`config.mk`:
```
export PLATFORM = sky130hd
export DESIGN_NAME = btn_conditioner
export DESIGN_NICKNAME = d
export VERILOG_FILES = /design/src/rtl/clock_pkg.sv /design/src/rtl/btn_channel.sv /design/src/rtl/btn_conditioner.sv
export SDC_FILE = /design/constraint.sdc
export NUM_CORES = 1
export LEC_CHECK = 0
export CELL_PAD_IN_SITES_DETAIL_PLACEMENT = 0
export CELL_PAD_IN_SITES_GLOBAL_PLACEMENT = 1
export CORE_MARGIN = 2
export CORE_UTILIZATION = 45
export DETAILED_ROUTE_END_ITERATION = 8
export GPL_ROUTABILITY_DRIVEN = 0
export HOLD_SLACK_MARGIN = 0.15
export PLACE_DENSITY = 0.86
export SYNTH_ARGS = -nofsm -noshare
export SYNTH_HDL_FRONTEND = slang
export SYNTH_SLANG_ARGS = --single-unit
```
`constraint.sdc`:
```
create_clock -name clk -period 2.2 [get_ports clk]
set_input_delay 0.33 -clock clk [delete_from_list [all_inputs] [get_ports clk]]
set_output_delay 0.33 -clock clk [all_outputs]
set_load 0.02 [all_outputs]
```
`src/rtl/clock_pkg.sv`:
```
// Shared definitions for the pushbutton input path.
// Contents:
//   - btn_state_t / ST_* : per-channel press-tracking states (2 bits)
//   - ms_to_cyc()        : converts a millisecond duration to clk cycles
//   - DEF_*              : default timing for the 50 MHz board clock
package clock_pkg;

    typedef logic [1:0] btn_state_t;

    localparam logic [1:0] ST_IDLE   = 2'd0;  // released, waiting for a press
    localparam logic [1:0] ST_HELD   = 2'd1;  // pressed, timing towards long press
    localparam logic [1:0] ST_REPEAT = 2'd2;  // long press reached, auto-repeating

    localparam int unsigned DEF_CLK_FREQ    = 50_000_000;
    localparam int unsigned DEF_N_BTN       = 4;
    localparam int unsigned DEF_DEBOUNCE_MS = 20;
    localparam int unsigned DEF_LONG_MS     = 1000;
    localparam int unsigned DEF_REPEAT_MS   = 200;

    // Divide first so the intermediate product stays inside 32 bits for
    // realistic clock rates and durations.
    function automatic int unsigned ms_to_cyc(input int unsigned clk_freq,
                                              input int unsigned ms);
        return (clk_freq / 1000) * ms;
    endfunction

endpackage

```
`src/rtl/btn_channel.sv`:
```
// One pushbutton channel: 2-FF synchroniser, debounce filter, press edge,
// long-press detection and auto-repeat.
// Ports:
//   clk          in   system clock
//   reset        in   asynchronous active-low reset
//   raw          in   raw pin, active-low, asynchronous to clk
//   level        out  debounced pressed level (1 = pressed)
//   pulse        out  one-cycle pulse when a press is accepted
//   long_ev      out  one-cycle pulse when the hold reaches LONG_CYC
//   repeat_ev    out  one-cycle pulse every REP_CYC after the long press
module btn_channel
    import clock_pkg::*;
#(
    parameter int unsigned DB_CYC   = 4,
    parameter int unsigned LONG_CYC = 20,
    parameter int unsigned REP_CYC  = 5
) (
    input  logic clk,
    input  logic reset,
    input  logic raw,
    output logic level,
    output logic pulse,
    output logic long_ev,
    output logic repeat_ev
);

    localparam int unsigned DB_W   = $clog2(DB_CYC) + 1;
    localparam int unsigned HOLD_W = $clog2(LONG_CYC) + 1;
    localparam int unsigned REP_W  = $clog2(REP_CYC) + 1;

    localparam logic [DB_W-1:0]   DB_LAST   = DB_W'(DB_CYC - 1);
    localparam logic [HOLD_W-1:0] LONG_LAST = HOLD_W'(LONG_CYC - 1);
    localparam logic [REP_W-1:0]  REP_LAST  = REP_W'(REP_CYC - 1);

    logic              sync1_reg, sync2_reg;
    logic              s;
    logic [DB_W-1:0]   db_cnt_reg, db_cnt_next;
    logic              level_reg, level_next;
    logic              rise, fall;
    btn_state_t        state_reg, state_next;
    logic [HOLD_W-1:0] hold_reg, hold_next;
    logic [REP_W-1:0]  rep_reg, rep_next;
    logic              pulse_reg, pulse_next;
    logic              long_reg, long_next;
    logic              repeat_reg, repeat_next;

    assign s = ~sync2_reg;

    // Debounce: count consecutive cycles of disagreement; the count never
    // passes DB_LAST because reaching it toggles the level and clears.
    always_comb begin
        db_cnt_next = db_cnt_reg;
        level_next  = level_reg;
        if (s == level_reg) begin
            db_cnt_next = '0;
        end else if (db_cnt_reg == DB_LAST) begin
            level_next  = ~level_reg;
            db_cnt_next = '0;
        end else begin
            db_cnt_next = db_cnt_reg + DB_W'(1);
        end
    end

    // Edges are taken from the next level so the pulse lands on the same
    // edge as the level change.
    assign rise = level_next & ~level_reg;
    assign fall = ~level_next & level_reg;

    // Release is tested before terminal counts so a falling level always
    // suppresses long/repeat on that edge.
    always_comb begin
        state_next  = state_reg;
        hold_next   = hold_reg;
        rep_next    = rep_reg;
        pulse_next  = 1'b0;
        long_next   = 1'b0;
        repeat_next = 1'b0;
        case (state_reg)
            ST_IDLE: begin
                if (rise) begin
                    pulse_next = 1'b1;
                    hold_next  = '0;
                    state_next = ST_HELD;
                end
            end
            ST_HELD: begin
                if (fall) begin
                    state_next = ST_IDLE;
                end else if (hold_reg == LONG_LAST) begin
                    long_next  = 1'b1;
                    rep_next   = '0;
                    state_next = ST_REPEAT;
                end else begin
                    hold_next = hold_reg + HOLD_W'(1);
                end
            end
            ST_REPEAT: begin
                if (fall) begin
                    state_next = ST_IDLE;
                end else if (rep_reg == REP_LAST) begin
                    repeat_next = 1'b1;
                    rep_next    = '0;
                end else begin
                    rep_next = rep_reg + REP_W'(1);
                end
            end
            default: state_next = ST_IDLE;
        endcase
    end

    always_ff @(posedge clk or negedge reset) begin
        if (!reset) begin
            sync1_reg  <= 1'b1;
            sync2_reg  <= 1'b1;
            db_cnt_reg <= '0;
            level_reg  <= 1'b0;
            state_reg  <= ST_IDLE;
            hold_reg   <= '0;
            rep_reg    <= '0;
            pulse_reg  <= 1'b0;
            long_reg   <= 1'b0;
            repeat_reg <= 1'b0;
        end else begin
            sync1_reg  <= raw;
            sync2_reg  <= sync1_reg;
            db_cnt_reg <= db_cnt_next;
            level_reg  <= level_next;
            state_reg  <= state_next;
            hold_reg   <= hold_next;
            rep_reg    <= rep_next;
            pulse_reg  <= pulse_next;
            long_reg   <= long_next;
            repeat_reg <= repeat_next;
        end
    end

    assign level     = level_reg;
    assign pulse     = pulse_reg;
    assign long_ev   = long_reg;
    assign repeat_ev = repeat_reg;

endmodule

```
`src/rtl/btn_conditioner.sv`:
```
// Turns raw bouncing pushbuttons into clean level and event pulses.
// Bit 3 is the mode button, bits 2:0 are the setting buttons.
// Ports:
//   clk         in   system clock
//   reset       in   asynchronous active-low reset
//   btn_raw     in   raw pins, active-low, asynchronous to clk
//   btn_level   out  debounced pressed level (1 = pressed)
//   btn_pulse   out  one-cycle pulse on accepted press
//   btn_long    out  one-cycle pulse once per hold at LONG_MS
//   btn_repeat  out  one-cycle pulse every REPEAT_MS after the long press
module btn_conditioner
    import clock_pkg::*;
#(
    parameter int unsigned CLK_FREQ    = DEF_CLK_FREQ,
    parameter int unsigned N_BTN       = DEF_N_BTN,
    parameter int unsigned DEBOUNCE_MS = DEF_DEBOUNCE_MS,
    parameter int unsigned LONG_MS     = DEF_LONG_MS,
    parameter int unsigned REPEAT_MS   = DEF_REPEAT_MS
) (
    input  logic             clk,
    input  logic             reset,
    input  logic [N_BTN-1:0] btn_raw,
    output logic [N_BTN-1:0] btn_level,
    output logic [N_BTN-1:0] btn_pulse,
    output logic [N_BTN-1:0] btn_long,
    output logic [N_BTN-1:0] btn_repeat
);

    localparam int unsigned DB_CYC   = ms_to_cyc(CLK_FREQ, DEBOUNCE_MS);
    localparam int unsigned LONG_CYC = ms_to_cyc(CLK_FREQ, LONG_MS);
    localparam int unsigned REP_CYC  = ms_to_cyc(CLK_FREQ, REPEAT_MS);

    generate
        for (genvar gi = 0; gi < N_BTN; gi++) begin : g_ch
            btn_channel #(
                .DB_CYC   (DB_CYC),
                .LONG_CYC (LONG_CYC),
                .REP_CYC  (REP_CYC)
            ) u_ch (
                .clk       (clk),
                .reset     (reset),
                .raw       (btn_raw[gi]),
                .level     (btn_level[gi]),
                .pulse     (btn_pulse[gi]),
                .long_ev   (btn_long[gi]),
                .repeat_ev (btn_repeat[gi])
            );
        end
    endgenerate

endmodule

```
==> results.py <==
metrics = {
    "sta": {
        "fmax_mhz": 449,
        "hold_viol_final": 0,
        "min_period_over_period": 1.01,
        "setup_viol": 5,
        "fin_tns_setup_ns": -0.0944,
        "min_period_ns": 2.23,
        "slew_viol_final": 0,
        "rsz0062_at_grt": "true",
        "setup_ws_ns": -0.0282,
        "slew_headroom": 0.505,
        "fin_worst_skew_ns": 0.0214,
        "worst_pin_slew_ns": 0.742,
    },
    "global_routing": {
        "grt_use_total": 0.213,
        "grt_pass1_vias": 14900,
        "grt_pass1_wl_um": 71000,
        "grt_max_degree": 73,
        "antenna_found_initial": 0,
        "grt_overflow": 0,
    },
    "route": {
        "dr.pass1.iters": 5,
        "drcViolationCount": 0,
        "drt_iter0_drc": 1012,
        "ant_nets": 0,
        "vias": 15300,
        "avgRoutedWirePerCell_um": 15.7,
        "wl_um": 42500,
        "avgViaCountPerCell": 5.66,
    },
    "critical_path": {
        "critPathLaunchType": "flip-flop",
        "crit_buf_inv": 2,
        "path_class": "flip-flop to flip-flop",
        "slowest_delay_ns": 0.60,
        "worst_r2r_startpoint": "g_ch[2].u_ch.db_cnt_reg[20]$_DFF_PN0_",
        "crit_arrival_ns": 2.68,
        "regToRegSetupSlack_ns": -0.03,
        "reg2reg_to": "g_ch[2].u_ch.hold_reg[17]$_DFFE_PN0P_",
        "critPathMaxFanout": 6,
        "path_delay_family": "simple AND/OR/NAND/NOR gates",
        "cpMaxStageDelayCell": "or4_4",
        "endpoint_kind": "flip-flop",
        "path_cells": "nor4_4 -> nand2_2 -> buf_4 -> or4_4 -> buf_6 -> a211oi_2 -> xnor2_1 -> nor2_1",
        "required_ns": 2.65,
        "reg2reg_depth": 8,
    },
    "synthesis": {
        "synth.top_cell.area_share": 0.458,
        "ys_types": 74,
        "syn_area_per_cell_um2": 9.12,
        "synthCells": 1896,
        "synthMostInstantiatedCell": "dfrtp_1",
        "synthesis.area_um2": 17300,
        "yosys-top-cells-count": "dfrtp_1 (316), nor2_1 (230), nand2_1 (174), nand3_1 (129), o21ai_0 (110)",
        "synth_seq_area_share": 0.470,
        "synth_edf_count": 0,
        "ys.flop_type": "dfrtp_1",
        "synth.area.top_cells": "dfrtp_1 (46%), nor2_1 (5.0%), xnor2_1 (4.5%)",
        "yosysWarnings": 0,
        "yosysTopAreaCell": "dfrtp_1",
        "ys_ff_latch": 324,
        "async_flop_share": 1.00,
        "syn_nets": 1914,
    },
    "clocking": {
        "clk_pin_slew_worst_paths_ns": 0.06,
        "cts_buffers": 38,
        "clockBufferDepth": 3,
        "clock_sinks": 324,
        "cts_max_level": 2,
        "cts_tree": "done",
        "root_buffer": "clkbuf_16",
        "clk_latency_ns": 0.56,
    },
    "placement": {
        "post-place-ws_ns": -0.130,
        "dp_hpwl_um": 27400,
        "io_buffers": 21,
    },
    "outcome": {
        "status": "finished with violations",
        "violations": "setup timing",
    },
    "die": {
        "die_area_um2": 40000,
        "io_pins": 22,
        "floorplan.initialDensity": 0.458,
        "fp.dieW_um": 200,
        "core_area_um2": 37800,
        "dieHeight_um": 200,
        "num_rows": 71,
    },
    "cells_and_area": {
        "layout-area-overhead-vs-synth_pct": 28.1,
        "n_antenna_cell": 0,
        "drive_gt1_frac": 0.226,
        "final_net_count": 2187,
        "largest_reg_flops": 108,
    },
    "power_and_ir_drop": {
        "p_leak_nw": 9.42,
        "ir_drop_mv": 0.488,
        "p_per_area_nw_per_um2": 572,
    },
    "hold_path": {
        "worstHoldStart": "btn_raw[2]",
        "min_path_cells": 1,
        "min_path_type": "primary input to flip-flop",
        "min_to": "g_ch[2].u_ch.sync1_reg$_DFF_PN1_",
    },
    "flow_run": {
        "cap_violations": 0,
    },
}
[layout make-up]
class | instances | area [um2]
multi-input cells | 1445 | 9270
clock inverters | 13 | 146
repair inverters | 1 | 7.51
fillers | 3192 | 15600
clock buffers | 53 | 1110
inverters | 47 | 180
well taps | 511 | 639
flip-flops and latches | 324 | 8120
repair buffers | 312 | 2670
[kinds of logic (layout without fill, tap and decap cells)]
kind of cell,count (synthesis),count (layout),synth area share
fa+ha+maj,12,12,0.00869
xor+xnor,149,149,0.0755
compound gates,316,316,0.119
flops,324,324,0.470
buf+inv,128,426,0.0333
mux,11,11,0.00652
simple gates,956,957,0.287
[metrics by stage]
stage | hold WS, ns | util | cell area, um2 | cells | total power, mW
floorplan | 0.0344 | - | 17300 | 1896 | 6.17
CTS | 0.150 | 0.562 | 21200 | 2668 | 12.8
global placement | 0.276 | 0.523 | 19800 | 2591 | 6.38
global route | 0.172 | 0.587 | 22100 | 2706 | 13.1
finish | 0.179 | 0.587 | 22100 | 2706 | 12.7
detailed placement | 0.283 | 0.523 | 19800 | 2591 | 6.39
[cells in the final DEF (no fill, tap or decap), drive strengths merged, types with 9 or more instances in the layout]
cell type | Yosys | layout
or3 | 42 | 42
clkdlybuf4s50 | 0 | 20
and4 | 28 | 28
a21o | 10 | 10
nand2 | 175 | 175
nor2 | 234 | 234
o31ai | 19 | 19
xnor2 | 89 | 89
a21oi | 64 | 64
or4 | 19 | 20
nor3b | 12 | 12
and3 | 50 | 50
o211ai | 10 | 10
a31oi | 29 | 29
nor3 | 67 | 67
nand3 | 130 | 130
clkbuf | 48 | 55
inv | 47 | 47
nand2b | 10 | 10
ha | 12 | 12
buf | 33 | 288
nor4b | 16 | 16
and2 | 22 | 22
nand4 | 82 | 82
nor2b | 13 | 13
xor2 | 60 | 60
a211oi | 14 | 14
dfrtp | 316 | 316
nor4 | 41 | 41
mux2i | 9 | 9
o21ai | 115 | 115
[routing by layer]
layer / vias to the layer above / global-route usage / share of wire
met1: 7566 / 0.290 / 0.46
li1: 7402 / - / -
met5: - / 0 / 0
met2: 277 / 0.358 / 0.48
met4: 0 / 0.0587 / 0.022
met3: 71 / 0.0304 / 0.036
[worst max-delay path by stage]
stage,startpoint,to,depth (start not counted)
2_1_floorplan,g_ch[2].u_ch.db_cnt_reg[7]$_DFF_PN0_,g_ch[2].u_ch.hold_reg[23]$_DFFE_PN0P_,7
3_3_place_gp,g_ch[3].u_ch.db_cnt_reg[0]$_DFF_PN0_,g_ch[3].u_ch.rep_reg[18]$_DFFE_PN0P_,7
3_5_place_dp,g_ch[3].u_ch.db_cnt_reg[0]$_DFF_PN0_,g_ch[3].u_ch.rep_reg[18]$_DFFE_PN0P_,7
4_1_cts,g_ch[2].u_ch.db_cnt_reg[20]$_DFF_PN0_,g_ch[2].u_ch.hold_reg[26]$_DFFE_PN0P_,6
5_1_grt,g_ch[2].u_ch.db_cnt_reg[11]$_DFF_PN0_,g_ch[2].u_ch.hold_reg[17]$_DFFE_PN0P_,8
6_report,g_ch[2].u_ch.db_cnt_reg[20]$_DFF_PN0_,g_ch[2].u_ch.hold_reg[17]$_DFFE_PN0P_,8
[what timing repair did]
action,in CTS,in global routing
setup endpoints to repair,56,181
cloned,1,10
pin swaps,24,80
buffers inserted,9,29
hold buffers,1,0
endpoints found under the hold margin,175,0
gates resized for setup,23,139
[report_power, final]
part           switching [mW]  leakage [nW]  total, mW  internal (mW)
logic                   0.186          4.31      0.273         0.0870
clock network            2.53         0.624       6.39           3.86
registers              0.0182          4.49       6.01           5.99
No activity file was read; power rests on OpenSTA's default activity.
